`src/rtl/sdrd_pkg.sv`:
```
// Shared definitions for the SDRD serial path: FSM states, default sizing and the
// bus-cycle qualification decode used by both the sequencer and the deserializer.
package sdrd_pkg;

  typedef enum logic {IDLE, SHIFT} state_t;

  localparam int WIDTH_DEF        = 8;
  localparam int IDLE_TIMEOUT_DEF = 16;

  // Select decode shared with the sequencer so both sides agree on which cycles carry SDRD.
  function automatic logic qual_decode(input logic sser_n, input logic ba13,
                                       input logic ba12, input logic br_w);
    return ~sser_n & ~ba13 & ba12 & br_w;
  endfunction

endpackage

```
`src/rtl/sdrd_hold_reg.sv`:
```
// One-word valid/ready holding register. A load into a full, non-draining register is
// dropped and raises a sticky overflow flag.
module sdrd_hold_reg
  import sdrd_pkg::*;
#(
  parameter int WIDTH = WIDTH_DEF
) (
  input  logic             clk,
  input  logic             rst_n,
  input  logic             load,
  input  logic [WIDTH-1:0] load_data,
  input  logic             ready,
  input  logic             ovf_clr,
  output logic [WIDTH-1:0] data,
  output logic             valid,
  output logic             ovf
);

  logic drop;

  assign drop = load & valid & ~ready;

  // NOTE: sequential state uses non-blocking (<=) so every register samples pre-edge values.
  always_ff @(posedge clk) begin
    if (!rst_n) begin
      data  <= '0;
      valid <= 1'b0;
      ovf   <= 1'b0;
    end else begin
      // A load in the same cycle the held word is taken refills without a bubble.
      if (load && (!valid || ready)) begin
        data  <= load_data;
        valid <= 1'b1;
      end else if (valid && ready) begin
        valid <= 1'b0;
      end
      ovf <= drop | (ovf & ~ovf_clr);
    end
  end

endmodule

```
`src/rtl/sdrd_deserializer.sv`:
```
// Samples the SDRD bit stream on qualified bus cycles, assembles LSB-first words and
// hands them to a holding register; aborts stalled partial words with a frame_err pulse.
module sdrd_deserializer
  import sdrd_pkg::*;
#(
  parameter int WIDTH        = WIDTH_DEF,
  parameter int IDLE_TIMEOUT = IDLE_TIMEOUT_DEF
) (
  input  logic             clk,
  input  logic             rst_n,
  input  logic             sser_n,
  input  logic             ba13,
  input  logic             ba12,
  input  logic             br_w,
  input  logic             sdrd_oe,
  input  logic             sdrd,
  output logic [WIDTH-1:0] out_data,
  output logic             out_valid,
  input  logic             out_ready,
  output logic [3:0]       bit_cnt,
  output logic             ovf,
  input  logic             ovf_clr,
  output logic             frame_err
);

  state_t           state;
  logic [WIDTH-1:0] shreg;
  logic [WIDTH-1:0] shift_next;
  logic [7:0]       idle_cnt;
  logic             qual;
  logic             complete;

  assign qual = qual_decode(sser_n, ba13, ba12, br_w) & sdrd_oe;

  // NOTE: always_comb outputs are assigned on every path so no latch can be inferred.
  always_comb begin
    shift_next = {sdrd, shreg[WIDTH-1:1]};
    complete   = qual && (bit_cnt == 4'(WIDTH - 1));
  end

  // NOTE: the datapath shift register is reset as well, so an aborted word leaves no residue.
  always_ff @(posedge clk) begin
    if (!rst_n) begin
      state     <= IDLE;
      shreg     <= '0;
      bit_cnt   <= '0;
      idle_cnt  <= '0;
      frame_err <= 1'b0;
    end else begin
      frame_err <= 1'b0;
      if (qual) begin
        idle_cnt <= '0;
        if (complete) begin
          shreg   <= '0;
          bit_cnt <= '0;
          state   <= IDLE;
        end else begin
          shreg   <= shift_next;
          bit_cnt <= bit_cnt + 4'd1;
          state   <= SHIFT;
        end
      end else if (state == SHIFT) begin
        // Only a stall inside a word counts; an idle bus between words is normal.
        if (idle_cnt == 8'(IDLE_TIMEOUT - 1)) begin
          idle_cnt  <= '0;
          shreg     <= '0;
          bit_cnt   <= '0;
          state     <= IDLE;
          frame_err <= 1'b1;
        end else begin
          idle_cnt <= idle_cnt + 8'd1;
        end
      end
    end
  end

  sdrd_hold_reg #(.WIDTH(WIDTH)) u_hold (
    .clk       (clk),
    .rst_n     (rst_n),
    .load      (complete),
    .load_data (shift_next),
    .ready     (out_ready),
    .ovf_clr   (ovf_clr),
    .data      (out_data),
    .valid     (out_valid),
    .ovf       (ovf)
  );

endmodule

```
`config.mk`:
```
export PLATFORM = sky130hd
export DESIGN_NAME = sdrd_deserializer
export DESIGN_NICKNAME = d
export VERILOG_FILES = /design/src/rtl/sdrd_pkg.sv /design/src/rtl/sdrd_hold_reg.sv /design/src/rtl/sdrd_deserializer.sv
export SDC_FILE = /design/constraint.sdc
export NUM_CORES = 1
export LEC_CHECK = 0
export ABC_AREA = 1
export CAP_MARGIN = 20
export CORE_MARGIN = 2
export CORE_UTILIZATION = 60
export CTS_CLUSTER_SIZE = 8
export DETAILED_ROUTE_END_ITERATION = 12
export DONT_BUFFER_PORTS = 1
export GPL_TIMING_DRIVEN = 0
export PLACE_DENSITY = 0.74
export SYNTH_ARGS = -nofsm -noshare
export SYNTH_HDL_FRONTEND = slang
export SYNTH_SLANG_ARGS = --single-unit
```
`constraint.sdc`:
```
create_clock -name clk -period 1.8 [get_ports clk]
set_input_delay 0.27 -clock clk [delete_from_list [all_inputs] [get_ports clk]]
set_output_delay 0.27 -clock clk [all_outputs]
set_load 0.005 [all_outputs]
```
==> impl_results.md <==
- Outcome: finished clean
- CTS buffer count: 5
- Min Tclk post-route: about 1500 ps
- Metal-1 WL: roughly 1300 um
- Cell accounting for the most synthesized area: dfxtp_1
- Root buffer selected by CTS: clkbuf_4
- CTS tree: done
- YS warnings: 0
- DR top layer: met4
- Io pins: 25
- FILL cells: ~210
- Core Region: 2210 um^2
- Fmax: ~660 MHz
- Clock Power Share: a little over a third
- WP buf/inv: 2
- CP Cell Sequence: ha_1 -> nand3_2 -> clkinv_2 -> nand3_4 -> buf_6 -> nor2_1 -> nor2_2
- P&R area growth vs syn: 6.49%
- Final #Nets: about 220
- Critical-path top delay cell: dfxtp_1
- Post-CTS Setup Inserts: 0
- CTS resizes: 0
- Psw: 0.259 mW
- Most common cell in the synthesized netlist: nand2_1
- Startpoint Class: flip-flop
- Via count: 1248
- Avg Vias per Cell: about 5.4
- Detail Route Antenna Nets: 0
- Ys flop type: dfxtp_1
- Placed cells: ~230
- Min-Delay Path Class: in -> reg
- First-pass GRT wire length: between 4000 and 5000 um
- Power Internal: 0.877 mW
- Total power: roughly 1.1 mW
- VDD IR max: 0.458 mV
- RSZ-0062 raised after global routing: no
- Post-CTS Hold Buffers: 0
- Final std cells w/o fill: roughly 230
- Clk_lat worst skew: between 300 and 400 ps
- CTS HTree Levels: 2
- Metal2 WL: 1240 um
- Crit-path max FO: 10
- Worst-Margin Slew: 422 ps
- Switching Fraction: between 20% and 30%
- Vias in the first global route: approximately 1100
- Pre-Repair DR Iteration Count: 5
- Critical path's top delay family: flip-flops
- Routed WL: 2750 um
- Fraction of layout cells with a size suffix above 1: between 10% and 20%
- #FFs+latches synth: 31
- Synth area leaders: dfxtp_1 44%, nand2_1 15%, nor2_1 9.6%, nand3_1 7.5%, inv_1 4.8%
- Final Hold Fails: 0
- CP max stage delay: 450 ps
- Die width: ~52 um
- Final period utilization: roughly 84%
- Max_cap viols: 0
- Clock skew: between 10 and 15 ps
- Initial Utilization: 63.6%
- Met3 WL post-DR: 183 um
- Overflow after GRT: 0
- Setup Crit Path Kind: reg -> reg
- TritonCTS Sinks: 31
- Leak pwr: approximately 0.7 nW
- Synth top cells by count: 56 x nand2_1, 36 x nor2_1, 31 x dfxtp_1
- Sequential area share after synthesis: around 44%
- Drt initial violations: 35
- DRC viols: 0
- Synth top area share: between 40% and 50%
- Seq pwr share: roughly 61%
- WP data arrival: between 1500 and 2000 ps
- Pwr dens: between 700 and 800 nW/um^2
- Routed len/inst: between 10 and 15 um
- Netlist cell types: 27
- Final TNS setup: 0 ps
- Die ar.: 2750 um^2
- DIE HEIGHT: approximately 52 um
- Post-DP HPWL: ~2000 um
- Reg clk slew, reported paths: roughly 90 ps
- Antenna diodes: 0
- Initial antenna violation count: 0
- Syn Area/Cell: about 7.1 um^2
- Endpoints failing setup: 0
- Largest net degree at the start of global routing: 11
- FP Rows: 17
- Routability cong.: between 0.8 and 0.9
- Crit. End Element: flip-flop
- Post-route cell area: approximately 1500 um^2
- Logic pwr share: 3.0%
- Dpl cell area: ~1400 um^2
- Port bufs: 0
- Final max-slew violation count: 0
- Dpl ws: approximately 320 ps
- Post-synthesis net count: 210
- Tot GR Track Use: approximately a quarter
- Synth Instances: 198
- Relative slew margins: a little under three quarters
- Maximum buffer depth of the clock tree: 2
- Crit path required time: 2040 ps
- Mapped Area: 1410 um^2
- FFs w/ async S/R, synth: 0%
- Post-synth EDFFs: 0
- Final worst slack: 291 ps
-- final cells by class --
cell class / instances / area, um^2 / share of cell area [%]
multi-input cells: 142 / 677 / 45.2
well taps: 28 / 35.0 / 2.34
clock buffers: 6 / 51.3 / 3.43
clock inverters: 1 / 5.00 / 0.334
plain buffers: 5 / 32.5 / 2.17
inverters: 20 / 76.3 / 5.10
flip-flops and latches: 31 / 621 / 41.4
-- worst register-to-register path, delay by kind of cell (launching register included) --
family                   cells  cell delay, ps
adder cells (fa/ha/maj)      1             240
buffers and inverters        2             300
flip-flops                   1             450
AND/OR/NAND/NOR              4             420
-- flip-flops by register name (all words and copies together) (netlist names) --
signal	cells
bit_cnt	4
frame_err	1
idle_cnt	8
shreg	7
state	1
u_hold.data	8
u_hold.ovf	1
u_hold.valid	1
-- cell families after synthesis --
group                    count (synthesis)  share of synthesized area [%]
AO/OA/AOI/OAI                           12                           4.89
adder cells (fa/ha/maj)                  2                           1.78
flip-flops                              31                           44.1
buffers and inverters                   25                           7.74
XOR/XNOR                                 4                           2.49
AND/OR/NAND/NOR                        124                           39.0
-- final timing paths --
check                                              from  cells after the start  slack [ps]                          end
worst max-delay path            bit_cnt[0]$_SDFFE_PN0P_                      7         290  u_hold.data[3]$_SDFFE_PN0P_
worst min-delay path                               sdrd                      2          70  u_hold.data[7]$_SDFFE_PN0P_
worst max register to register  bit_cnt[0]$_SDFFE_PN0P_                      7         290  u_hold.data[3]$_SDFFE_PN0P_
worst min register to register    shreg[1]$_SDFFE_PN0P_                      2         470        shreg[1]$_SDFFE_PN0P_
-- per-layer routing --
layer | global-route usage (%) | up-vias
met1 | 27.0 | 577
met2 | 37.7 | 33
met5 | 0 | -
li1 | - | 631
met3 | 9.71 | 7
met4 | 12.0 | 0
-- metrics by stage --
step           hold WS (ps)  utilization (%)
2_1_floorplan           405                -
3_3_place_gp            412             65.2
3_5_place_dp            417             65.2
4_1_cts                69.9             67.7
5_1_grt                60.9             67.7
6_report               72.6             67.7
-- cell usage in the layout (no fill, tap or decap), drive strengths merged --
| cell type | n |
|---|---|
| inv | 19 |
| ha | 2 |
| o21ai | 3 |
| nor2 | 39 |
| nand4 | 2 |
| a21oi | 7 |
| clkbuf | 6 |
| nand2 | 58 |
| nand3 | 23 |
| nor3 | 2 |
| xnor2 | 1 |
| xor2 | 3 |
| buf | 5 |
| o211ai | 1 |
| o21bai | 1 |
| clkinv | 2 |
| dfxtp | 31 |
-- power groups by stage --
stage	Sequential, mW	Combinational (mW)	Clock [mW]
after floorplan	0.706	0.0270	0
after global placement	0.707	0.0332	0
after detailed placement	0.707	0.0341	0
after CTS	0.691	0.0343	0.419
after global routing	0.692	0.0387	0.444
final	0.691	0.0340	0.411
(Power assumes the default switching activity.)
